$ cat config.mk
export PLATFORM = sky130hd
export DESIGN_NAME = bus_arb8_rr
export DESIGN_NICKNAME = d
export VERILOG_FILES = /design/src/rtl/bus_arb8_rr.sv
export SDC_FILE = /design/constraint.sdc
export NUM_CORES = 1
export LEC_CHECK = 0
export CORE_AREA = 3 3 128 130
export CTS_BUF_LIST = sky130_fd_sc_hd__clkbuf_4 sky130_fd_sc_hd__clkbuf_8 sky130_fd_sc_hd__clkbuf_16
export CTS_CLUSTER_DIAMETER = 30
export DETAILED_ROUTE_END_ITERATION = 7
export DIE_AREA = 0 0 131 133
export GPL_ROUTABILITY_DRIVEN = 1
export PLACE_DENSITY = 0.77
export SLEW_MARGIN = 20
export SYNTH_ARGS = -nofsm -noshare
export SYNTH_HDL_FRONTEND = slang
export SYNTH_HIERARCHICAL = 1
export SYNTH_SLANG_ARGS = --single-unit
$ cat constraint.sdc
create_clock -name clk -period 3.6 [get_ports clk]
set_input_delay 0.36 -clock clk [delete_from_list [all_inputs] [get_ports clk]]
set_output_delay 0.36 -clock clk [all_outputs]
set_load 0.05 [all_outputs]
$ cat src/rtl/bus_arb8_rr.sv
// Round-robin arbiter for 8 requesters sharing one 32-bit 8:1 mux, with locked bursts
// and a valid/ready handshake toward a single consumer.

module mux32_8way #(
    parameter int DATA_W = 32
) (
    input  logic [7:0][DATA_W-1:0] d,
    input  logic [2:0]             sel,
    output logic [DATA_W-1:0]      y
);
    assign y = d[sel];
endmodule

module bus_arb8_rr #(
    parameter int         DATA_W    = 32,
    parameter int         NREQ      = 8,
    parameter logic [2:0] RESET_PTR = 3'd0
) (
    input  logic                       clk,
    input  logic                       rst_n,
    input  logic [NREQ-1:0]            req,
    input  logic [NREQ-1:0]            lock,
    input  logic [NREQ-1:0][DATA_W-1:0] data_in,
    input  logic                       out_ready,
    output logic [NREQ-1:0]            grant,
    output logic [NREQ-1:0]            ack,
    output logic [2:0]                 sel,
    output logic                       out_valid,
    output logic [DATA_W-1:0]          data_out
);
    localparam logic [0:0] ST_IDLE = 1'b0;
    localparam logic [0:0] ST_OWN  = 1'b1;

    logic [0:0]      state_q, state_d;
    logic [NREQ-1:0] grant_q, grant_d;
    logic [2:0]      sel_q, sel_d;
    logic [2:0]      prio_ptr_q, prio_ptr_d;

    logic            owner_req;
    logic            beat_ack;
    logic            release_own;
    logic [2:0]      release_ptr;
    logic [3:0]      pick_idle;
    logic [3:0]      pick_rel;

    // Returns {found, index} of the first set bit scanning ptr, ptr+1, ... modulo 8.
    function automatic logic [3:0] rr_pick(input logic [NREQ-1:0] r, input logic [2:0] ptr);
        logic [3:0] res;
        logic [2:0] idx;
        res = '0;
        for (int i = NREQ - 1; i >= 0; i--) begin
            idx = ptr + 3'(i);
            if (r[idx]) res = {1'b1, idx};
        end
        return res;
    endfunction

    function automatic logic [NREQ-1:0] onehot(input logic [2:0] idx);
        return {{(NREQ-1){1'b0}}, 1'b1} << idx;
    endfunction

    assign owner_req   = req[sel_q];
    assign out_valid   = (state_q == ST_OWN) && owner_req;
    assign beat_ack    = out_valid && out_ready;
    assign ack         = grant_q & {NREQ{beat_ack}};
    assign grant       = grant_q;
    assign sel         = sel_q;
    assign release_ptr = sel_q + 3'd1;
    // Owner leaves on an unlocked accepted beat or when it drops req without an ack.
    assign release_own = (state_q == ST_OWN) && (!owner_req || (beat_ack && !lock[sel_q]));
    assign pick_idle   = rr_pick(req, prio_ptr_q);
    // Masking the owner keeps it from winning twice in a row without lock.
    assign pick_rel    = rr_pick(req & ~grant_q, release_ptr);

    always_comb begin
        state_d    = state_q;
        grant_d    = grant_q;
        sel_d      = sel_q;
        prio_ptr_d = prio_ptr_q;
        if (state_q == ST_IDLE) begin
            if (pick_idle[3]) begin
                state_d = ST_OWN;
                sel_d   = pick_idle[2:0];
                grant_d = onehot(pick_idle[2:0]);
            end
        end else if (release_own) begin
            prio_ptr_d = release_ptr;
            if (pick_rel[3]) begin
                sel_d   = pick_rel[2:0];
                grant_d = onehot(pick_rel[2:0]);
            end else begin
                state_d = ST_IDLE;
                sel_d   = 3'd0;
                grant_d = '0;
            end
        end
    end

    always_ff @(posedge clk or negedge rst_n) begin
        if (!rst_n) begin
            state_q    <= ST_IDLE;
            grant_q    <= '0;
            sel_q      <= 3'd0;
            prio_ptr_q <= RESET_PTR;
        end else begin
            state_q    <= state_d;
            grant_q    <= grant_d;
            sel_q      <= sel_d;
            prio_ptr_q <= prio_ptr_d;
        end
    end

    mux32_8way #(.DATA_W(DATA_W)) u_mux (
        .d   (data_in),
        .sel (sel_q),
        .y   (data_out)
    );
endmodule

Yosys cells after proc, flatten, opt, wreduce, memory -nomap -nowiden
Cells that the tools add are included.

Bits in registers: 15. Input port bits: 275. Output and inout port bits: 52. Word-level logic and storage cells: 118.

Add/sub/neg operators: 15. Magnitude comparators: 17. Equal/unequal tests: 1. Shift operators: 2. Multiplexer cells: 66. Bitwise operators: 3. Reductions and logical operators: 10.

Operators with widths (count): 32-bit binary-select mux with 3-bit select (1); 3-bit by 4-bit less-than comparator with 1-bit output, second input constant (17); 4-bit two-way mux (16); 1-bit binary-select mux with 3-bit select (18); 32-bit two-way mux (1); 8-bit two-way mux (4); 3-bit adder, second input constant (8); 1-bit two-way mux (22); 8-bit bitwise AND (2); 1-bit by 3-bit left shift with 8-bit output, first input constant (2); 3-bit by 2-bit adder with 3-bit output, second input constant (4); 3-bit two-way mux (4); 3-bit by 1-bit adder with 3-bit output, second input constant (3); 8-bit NOT (1); 1-bit logical AND (4); 2-bit AND reduction (2); 1-bit logical NOT (2); 2-bit by 1-bit inequality test with 1-bit output, second input constant (1); 2-bit nonzero test (1); 1-bit logical OR (1).

Logic depth before layout (Yosys ltp)
Depth after elaboration: 16. Depth in mapped cells: 12. Mapped depth without buffers: 10.

Hierarchy
Netlist, hierarchy kept.

By module, submodules not included: bus_arb8_rr (instances 1, cells each 275, area an instance 2496.1 um^2, sequential area each 375.4 um^2); mux32_8way (instances 1, cells each 114, area an instance 2073.2 um^2, sequential area each 0.0 um^2).

Worst setup path after synthesis
OpenSTA, ideal clock, no wires.

Path kind: reg2reg. Start: reg sel_q[0], in the netlist sel[0]. End: reg grant_q[2], in the netlist grant[2]. Setup time: 90 ps. Arrival: 3231 ps. Required time: 3510 ps. Slack: 278 ps. Stages on the path, launching flop included: 12. Buffers on the path: 1. Period minus slack after synthesis: 3322 ps. Cells stage by stage: dfrtp_1 > inv_2 > ha_1 > buf_4 > inv_4 > mux4_2 > mux2_4 > a21o_1 > a21oi_1 > o2bb2ai_2 > or3_1 > o221ai_1.

Cells in the longest elaborated chain, start to end: 16. Elaborated cells between the ends (all ways): 49. Those cells by class: add/sub (8); eq/ne (1); shift (1); mux (31); reduce/logical (8).

RTL lines: from (decl) (RTL line 36) `logic [2:0] sel_q, sel_d;`; from (signal assigned) (RTL line 108) `sel_q <= sel_d;`; 3-bit by 1-bit adder with 3-bit output (*) (RTL line 68) `assign release_ptr = sel_q + 3'd1;`; via release_ptr[0] (RTL line 42) `logic [2:0] release_ptr;`; 3-bit adder (RTL line 52) `idx = ptr + 3'(i);`; 1-bit binary-select mux with 3-bit select (RTL line 53) `if (r[idx]) res = {1'b1, idx};`; 1-bit two-way mux (not written as such) (RTL line 53); 4-bit two-way mux (7 in a row) (RTL line 53); 4-bit two-way mux (*) (RTL line 53); 1-bit by 3-bit left shift with 8-bit output (RTL line 59) `return {{(NREQ-1){1'b0}}, 1'b1} << idx;`; 8-bit two-way mux (*) (RTL line 88) `if (pick_rel[3]) begin`; 8-bit two-way mux (*) (RTL line 86) `end else if (release_own) begin`; 8-bit two-way mux (*) (RTL line 80) `if (state_q == ST_IDLE) begin`; to (signal assigned) (RTL line 107) `grant_q <= grant_d;`; to (decl) (RTL line 35) `logic [NREQ-1:0] grant_q, grant_d;`.

The timed path passes the listed nets; every way through them passes the cells marked *. The select of a mux whose other input is x is not followed. A chain may end at the register's enable or synchronous reset.

Final worst setup path
Start: reg sel_q[0], in the netlist sel[0]. End: reg grant_q[6], in the netlist grant[6].

The elaborated chain is that of the path after synthesis.

==> results.yml <==
status:
  status: "finished, final reports clean"
sta:
  rsz0062_at_grt: "false"
  max_freq_mhz: 297.4
  slew_violations: 0
  setup-violations-final: 0
  tightest_slew_ps: 715.3
  slew_headroom: 0.5216
  finalSetupTns_ps: 0
  setup_ws_ps: 237.0
  fin_crit_sh: 0.9342
  finalHoldViolations: 0
  period_minus_slack_ps: 3363
  finClkSkew_ps: 3.789
placed_design:
  io_buffers: 326
  place_ws_ps: 327.4
  place_area_mm2: 0.008025
  placed_cells: 909
  dp_hpwl_um: 19190
  place_congestion: 0.9925
detailed_routing:
  drtAntennaViolNets: 0
  drt_iter0_drc: 516
  wl_per_cell_um: 25.41
  wl_um: 23250
  drt-pass1-iter-count: 5
  num_vias: 5245
  vias_per_cell: 5.732
  drc: 0
yosys:
  yosys.area.top_type: "mux4_1"
  synth_cell_types: 64
  synth_top_area_frac: 0.2300
  synth.yosys.seq_area_share: 0.08215
  netlist_instances: 389
  synth-main-ff-cell: "dfrtp_1"
  synth_area_leaders: "mux4_1 23%, mux4_2 22%, mux2_2 9.1%"
  synth_area_mm2: 0.004569
  synthArstFlopShare: 1.000
  synth_seq_cells: 15
  synth_edf_count: 0
  synth_warnings: 6
  synth_nets: 668
  syn_avg_cell_area_um2: 11.75
die:
  initial_core_util: 0.2995
  core_area_mm2: 0.01526
  die_h_um: 133
  io-pin-count: 327
  row_count: 45
  dieArea_mm2: 0.01742
  fp.dieW_um: 131
layout:
  nNetsFinal: 982
  stdcell_count: 915
  synthToLayoutAreaGrowth_pct: 77.49
  drive_above_1_share: 0.1638
  stdcell_area_mm2: 0.008110
power_and_ir_drop:
  p_leak_uw: 0.002999
  power.density_mw_per_mm2: 1017
  p_total_uw: 8248
  ir_worst_vdd_v: 0.0006019
clocking:
  htree_levels: 1
  hold_buffers: 0
  numCtsBuffers: 3
  cts.clk_slew.worst_paths_ps: 50
  cts.sinks: 15
  cts_tree: "yes"
  clk_path_buf_depth: 2
  ctsResizeCount: 0
  post-cts-setup-buffer-count: 0
  cts_root_buf: "clkbuf_16"
  clock_latency_ps: 250
global_routing:
  grt_pass1_vias: 5508
  grt_max_degree: 83
  overflow: 0
  antenna_found_initial: 5
  track_usage: 0.2486
  grt_first_pass_wirelength_um: 33240
setup_path:
  cp_data_arrival_time_ps: 3470
  cp-end-kind: "register"
  cp-start-kind: "register"
  worstPathMaxFanout: 10
  cp.required_ps: 3710
  path_class: "reg -> reg"
run:
  max_cap_violations: 0
hold_path:
  hold_path_class: "in -> async"
critical path: stages, from the launching register on:
cell and delay (ps):
dfrtp_4 470, inv_2 50, ha_1 420, inv_4 180, mux4_2 570, mux2i_1 300
nand2_1 170, o41ai_1 590, a21oi_1 180, nand2b_1 150, o221ai_1 140
synth_stat cells (3+ instances only):
library cell / number
buf_6: 7
inv_1: 10
mux2_4: 3
clkbuf_1: 5
nand2_1: 29
a21o_1: 3
o21ai_0: 13
a31oi_1: 3
mux4_1: 40
o211ai_1: 4
a22o_1: 4
ha_1: 4
mux2_2: 37
mux4_2: 45
nor2_1: 15
nand3b_1: 3
and2_1: 11
o221ai_1: 9
a21oi_1: 15
o21ai_1: 6
nand2b_1: 15
dfrtp_1: 15
a211oi_1: 7
xnor2_1: 3
nor3_1: 3
nor2b_1: 8
nand4_1: 3
buf_1: 8
buf_2: 5
mux2i_1: 14
buf_4: 3
layout by cell type (no fill, tap or decap), drive strengths merged, types with 9 or more instances in the layout:
cell,count
nor2,15
clkdlybuf4s50,326
inv,12
o21ai,19
mux2,41
mux2i,15
o221ai,9
and2,11
mux4,85
dfrtp,15
nand2b,15
buf,11
a21oi,16
nand2,29
sequential cells by signal, indices dropped and copies added, names as in the netlist:
signal / flops
state_q: 1
grant: 8
prio_ptr_q: 3
sel: 3
cells by family (layout without fill, tap and decap cells):
kind of cell / Yosys count / count (layout) / share of synthesized area
buffers and inverters: 40 / 353 / 0.04874
and+or+nand+nor: 99 / 99 / 0.1147
xor gates and xnor gates: 7 / 7 / 0.02164
other: 0 / 2 / 0
muxes: 141 / 141 / 0.5909
adders and majority gates: 4 / 4 / 0.01095
AOI/OAI and AO/OA: 83 / 83 / 0.1309
DFF: 15 / 15 / 0.08215
final timing paths:
| kind | from | slack, ps | depth (start not counted) | endpoint |
|---|---|---|---|---|
| worst min-delay path | rst_n | 540 | 1 | grant[3] |
| worst min register to register | grant[2] | 620 | 2 | grant[2] |
| min in group clk | grant[2] | 620 | 2 | grant[2] |
| max in group asynchronous | rst_n | 2530 | 1 | sel[2] |
| worst max-delay path | sel[0] | 240 | 10 | grant[6] |
| worst max register to register | sel[0] | 240 | 10 | grant[6] |
per-stage QoR:
step	hold WS, ps	util
6_report	537.4	0.5315
5_1_grt	573.2	0.5315
4_1_cts	552.6	0.5312
3_5_place_dp	609.4	0.5260
3_3_place_gp	605.6	0.5260
2_1_floorplan	64.41	-
power by group:
part / internal [uW] / switching, uW / leakage (uW) / total, uW
Sequential: 255 / 147 / 0.000185 / 402
Combinational: 3280 / 4340 / 0.00277 / 7620
Clock: 149 / 74.5 / 0.0000409 / 223
final cells by class:
| class | count | area [um^2] |
|---|---|---|
| well taps | 211 | 264.0 |
| repair buffers | 337 | 3358 |
| clock buffers | 3 | 75.07 |
| diodes | 2 | 5.005 |
| clock inverters | 1 | 5.005 |
| flip-flops and latches | 15 | 384.1 |
| fillers | 1332 | 7148 |
| multi-input cells | 334 | 3971 |
| inverters | 12 | 47.55 |
metal layers:
metal | vias to the layer above | global-route usage | share of wire
met3 | 42 | 0.05894 | 0.097
li1 | 2291 | - | -
met1 | 2573 | 0.3115 | 0.38
met4 | 6 | 0.05657 | 0.024
met5 | - | 0 | 0.0015
met2 | 333 | 0.4295 | 0.49
(Power assumes the default switching activity.)
==> patch 1: new RTL, config.mk and constraints unchanged <==
`DATA_W` is set to 32 in 2 places; all go to 40.
--- a/src/rtl/bus_arb8_rr.sv
+++ b/src/rtl/bus_arb8_rr.sv
@@ -2,7 +2,7 @@
 // and a valid/ready handshake toward a single consumer.
 
 module mux32_8way #(
-    parameter int DATA_W = 32
+    parameter int DATA_W = 40
 ) (
     input  logic [7:0][DATA_W-1:0] d,
     input  logic [2:0]             sel,
@@ -12,7 +12,7 @@
 endmodule
 
 module bus_arb8_rr #(
-    parameter int         DATA_W    = 32,
+    parameter int         DATA_W    = 40,
     parameter int         NREQ      = 8,
     parameter logic [2:0] RESET_PTR = 3'd0
 ) (
Ports: changed (resized data_in and data_out); port bits go from 327 to 399. The function was not compared with the original's and may differ.
==> patch 1 against the unedited design <==
  * Final cell count grew 11%
  * Non-clock buffer count grew 72
  * Worst setup slack lost 0.060 ns
  * Routed wire length grew 35%
  * Total power grew 11%
  * Area after synthesis grew 14%
  * Sequential share of layout area shrank 0.66 points
  * Hold slack gained 0.037 ns
  * Synthesized cell count grew 7.2%
  * Fmax shrank 1.8%
  * Sequential power grew 13%
  * Sequential cell count is the same
  * Final area grew 16%
  * Highest routed layer unchanged
==> patch 1: results (changes against the unedited design) <==
outcome: complete, no violations (unchanged)
WL per Instance: 30.7 um (was 25.4 um)
Clock transition at path regs: 0.06 ns
max FFs per register: 8 (unchanged)
Non-Filler Instances: 1018 (was 915)
worst r2r path cells: 10 (unchanged)
Lkg Pwr: 3.58 nW (was 3.00 nW)
Final nets: 1142 (was 982)
DPL Wire Length: 26800 um (was 19200 um)
cts bufs inserted: 3 (unchanged)
Relative slew margins: 47.2% (was 52.2%)
Synthesized Nets: 760 (was 668)
H-tree depth: 1 (unchanged)
Buffers on Ports: 398 (was 326)
first-pass GRT wire length: 42100 um (was 33200 um)
slowest cell delay on critical path: 0.69 ns (was 0.59 ns)
drt initial violations: 575 (was 516)
layout cells sized above 1: 13.4% (was 16.4%)
top cells by area, synth: mux4_1 40%, mux2_2 9.7%, mux4_2 9.1% (was mux4_1 23%, mux4_2 22%, mux2_2 9.1%)
Mapped Cells: 417 (was 389)
Metal-1 WL: 11600 um (was 8890 um)
Vias: 5995 (was 5245)
first drt pass iteration count: 5 (unchanged)
Peak supply drop: 0.619 mV (was 0.602 mV)
hold slack: 0.575 ns (was 0.537 ns)
WP data arrival: 3.06 ns (was 3.47 ns)
Netlist cell types: 63 (was 64)
seq pwr: 0.454 mW (was 0.402 mW)
Top delay family on crit path: buffers and inverters (was compound AO/OA/AOI/OAI gates)
Critical R2R Capture: grant[6] (unchanged)
Root Buffer: clkbuf_16 (unchanged)
routability cong.: 1.06 (was 0.993)
power in the clock group: 0.224 mW
Seq/Total Area, Yosys: 7.22% (was 8.21%)
met3 routed WL: 4390 um (was 2260 um)
flop2flop setup slack: 0.19 ns (was 0.24 ns)
clock tree buffer depth: 2 (unchanged)
top layer in use: met5 (unchanged)
Most used DFF post-synth: dfrtp_1 (unchanged)
maximum fanout along the worst path: 46 (was 10)
worst reg2reg startpoint: sel[0] (unchanged)
initial antenna violation count: 25 (was 5)
Post-CTS Setup Bufs: 0 (unchanged)
pin count of the biggest net entering global routing: 102 (was 83)
worst min-delay path category: in2async (unchanged)
DP Cell Count: 1005 (was 909)
metal2 WL: 14400 um (was 11500 um)
most frequent cells after synthesis: 80 x mux4_1, 45 x mux2_2, 29 x nand2_1 (was 45 x mux4_2, 40 x mux4_1, 37 x mux2_2)
total track usage: 34.1% (was 24.9%)
internal power: 4.02 mW (was 3.68 mW)
crit path max-delay cell type: clkdlybuf4s50_1 (was o41ai_1)
Worst-Skew Late Latency: 0.25 ns (about the same)
post_cts resized: 0 (unchanged)
clk_skew: 0.00504 ns (was 0.00379 ns)
number of flops mapped to enable cells by yosys: 0 (unchanged)
setup tns final: 0 ns (unchanged)
synth warn: 6 (unchanged)
[patch 1: changes by cell type after synthesis]
| cell | delta |
|---|---|
| mux2_2 | +8 |
| buf_2 | -1 |
| clkbuf_1 | +11 |
| buf_6 | +2 |
| mux4_1 | +40 |
| buf_1 | -8 |
| mux4_2 | -24 |
[patch 1: worst max-delay path by stage]
stage                 from  endpoint  slack [ns]  depth (start not counted)
floorplan           sel[0]  grant[2]        0.28                         11
global placement    sel[0]  grant[6]        0.35                         10
detailed placement  req[1]  grant[6]        0.29                          9
CTS                 sel[1]    ack[4]        0.16                          6
global route        sel[1]    ack[1]        0.02                          6
finish              sel[1]    ack[2]        0.18                          6
[patch 1: per-layer routing]
layer,vias to the layer above,GRT usage (%)
met4,32,9.60
met5,-,0
met3,72,17.1
li1,2607,-
met1,2889,42.1
met2,395,52.3
[patch 1: kinds of logic after synthesis]
kind of cell    after synthesis  synth area share [%]
xor+xnor                      7                  1.90
mux                         165                  63.5
simple gates                 99                  10.1
buf+inv                      44                  4.84
compound gates               83                  11.5
flops                        15                  7.22
fa+ha+maj                     4                 0.963
[patch 1: final cells by class]
cell class / count / area, um^2
Clock buffer: 3 / 75.1
Tap cell: 211 / 264
Fill cell: 1216 / 5830
Clock inverter: 1 / 5.00
Multi-Input combinational cell: 358 / 4570
Timing Repair Buffer: 409 / 4060
Sequential cell: 15 / 384
Inverter: 12 / 47.5
Antenna cell: 9 / 22.5
[patch 1: stage by stage]
step | total power [mW] | worst slack [ns] | area (um^2)
finish | 9.16 | 0.176 | 9430
CTS | 9.04 | 0.161 | 9410
detailed placement | 8.79 | 0.288 | 9330
global route | 9.57 | 0.0185 | 9430
floorplan | 6.43 | 0.278 | 5200
global placement | 8.71 | 0.349 | 9330
==> patch 2: new RTL, same settings <==
Without the edit above. Make the reset (`rst_n`) synchronous in one clocked block.
--- a/src/rtl/bus_arb8_rr.sv
+++ b/src/rtl/bus_arb8_rr.sv
@@ -96,7 +96,7 @@
         end
     end
 
-    always_ff @(posedge clk or negedge rst_n) begin
+    always_ff @(posedge clk) begin
         if (!rst_n) begin
             state_q    <= ST_IDLE;
             grant_q    <= '0;
Check against the original RTL: differs if rst_n is asserted again (counterexample within 4 cycles, from zero or initial values and one cycle with rst_n low); with rst_n held inactive, the same outputs for 4 cycles.
==> patch 2 against the unedited design <==
  * Area after synthesis increased by 14%
  * Routed wire length is 22% higher
  * Combinational power up 0.9%
  * Sequential cell count is the same
  * Total power up 0.58%
  * First-iteration DRC count up 45%
  * Largest cell class unchanged
  * Synthesized cell count grew 26%
  * Worst setup slack got worse by 0.033 ns
  * Final area up 9.3%
  * Sequential power shrank 2%
==> patch 2: results (changes against the unedited design) <==
outcome: complete, no violations (unchanged)
WL per Instance: 27.9 um (was 25.4 um)
slowest cell delay on critical path: 0.69 ns (was 0.59 ns)
global route total overflow: 0 (unchanged)
Netlist cell types: 68 (was 64)
synth warn: 6 (unchanged)
Fillers: 1230 (was 1332)
Top delay family on crit path: simple AND/OR/NAND/NOR gates (was compound AO/OA/AOI/OAI gates)
H-tree depth: 1 (unchanged)
Synthesized Nets: 769 (was 668)
crit path max-delay cell type: nor4_1 (was o41ai_1)
first drt pass iteration count: 5 (unchanged)
DP Cell Count: 1011 (was 909)
Relative slew margins: 46.9% (was 52.2%)
vias per inst: 6.13 (was 5.73)
worst min-delay path category: reg2reg (was in2async)
post-place setup slack: 0.124 ns (was 0.327 ns)
Antenna diodes: 0 (was 2)
Final nets: 1084 (was 982)
Peak supply drop: 0.723 mV (was 0.602 mV)
DRC: 0 (unchanged)
most frequent cells after synthesis: 51 x mux4_2, 46 x mux2_2, 40 x mux4_1 (was 45 x mux4_2, 40 x mux4_1, 37 x mux2_2)
clk_skew: 0.00279 ns (was 0.00379 ns)
initial antenna violation count: 11 (was 5)
Root Buffer: clkbuf_16 (unchanged)
pin count of the biggest net entering global routing: 46 (was 83)
DPL Wire Length: 23600 um (was 19200 um)
Worst-Skew Late Latency: 0.25 ns (about the same)
Lkg Pwr: 3.28 nW (was 3.00 nW)
Non-Filler Instances: 1015 (was 915)
clock tree buffer depth: 2 (unchanged)
top cells by area, synth: mux4_2 22%, mux4_1 20%, mux2_2 9.9% (was mux4_1 23%, mux4_2 22%, mux2_2 9.1%)
Seq/Total Area, Yosys: 5.75% (was 8.21%)
drt initial violations: 750 (was 516)
mean area per synthesized cell: 10.7 um^2 (was 11.7 um^2)
routability cong.: 0.996 (was 0.993)
first-pass GRT wire length: 39900 um (was 33200 um)
Async SR Flop Fraction: 0% (was 100%)
post-route ant nets: 0 (unchanged)
max FFs per register: 8 (unchanged)
Most used DFF post-synth: dfxtp_1 (was dfrtp_1)
total track usage: 30.4% (was 24.9%)
maximum fanout along the worst path: 15 (was 10)
WP data arrival: 3.57 ns (was 3.47 ns)
vias in the first global route: 6203 (was 5508)
layout cells sized above 1: 22.5% (was 16.4%)
==> patch 2: metal layers <==
layer	vias up	part of all wire, %	GRT usage, %
met1	2983	41	42.4
met3	59	15	12.7
li1	2701	-	-
met4	20	1.6	3.43
met5	-	0.45	0
met2	464	43	45.4
==> patch 2: worst register-to-register path, cell delays in order, from the launching register on <==
cell and delay, ns:
dfxtp_4 0.36, clkinv_2 0.06, ha_1 0.34, buf_4 0.20, and4b_1 0.18, nor4_1 0.69
nand4b_1 0.19, a2bb2oi_1 0.18, o211ai_1 0.20, a21oi_1 0.39, or3b_1 0.38, a31oi_1 0.16
==> patch 2: cell families after synthesis <==
group | after synthesis | share of synthesized area, %
fa+ha+maj | 4 | 0.959
buf+inv | 61 | 5.54
flops | 15 | 5.75
simple gates | 138 | 15.4
xor+xnor | 8 | 1.89
mux | 159 | 56.5
compound gates | 105 | 14.0
==> patch 2: worst paths after layout <==
| kind | from | to | slack, ns | depth (start not counted) |
|---|---|---|---|---|
| worst max-delay path | sel[0] | grant[7] | 0.20 | 11 |
| worst max register to register | sel[0] | grant[7] | 0.20 | 11 |
| worst min register to register | state_q | state_q | 0.63 | 2 |
| worst min-delay path | state_q | state_q | 0.63 | 2 |
==> patch 2: power breakdown <==
group,switching (mW),internal (mW),leakage (nW)
clock network,0.0688,0.148,0.0409
logic,4.38,3.31,3.12
registers,0.149,0.244,0.126
total,4.59,3.70,3.28
==> patch 2: cell type report <==
cell class	count	area share, %
Clock buffer	3	0.847
Clock inverter	1	0.0564
Inverter	11	0.480
Multi-Input combinational cell	414	52.3
Sequential cell	15	3.48
Tap cell	211	2.98
Timing Repair Buffer	360	39.9
==> patch 2: timing repair <==
item | in CTS | in global routing
hold buffers | 0 | 0
hold endpoints to repair | 0 | 0
resized for setup | 0 | 1
setup buffers | 0 | 0
endpoints found under the setup margin | 0 | 9
==> patch 2: metrics by stage <==
| stage | utilization, % | power [mW] | TNS (ns) | instance area [um^2] |
|---|---|---|---|---|
| final | 58.1 | 8.30 | 0 | 8870 |
| after global routing | 58.1 | 8.71 | 0 | 8870 |
| after CTS | 58.1 | 8.18 | 0 | 8860 |
| after detailed placement | 57.6 | 7.91 | 0 | 8780 |
| after global placement | 57.6 | 7.85 | 0 | 8780 |
| after floorplan | - | 5.65 | -0.0303 | 5240 |
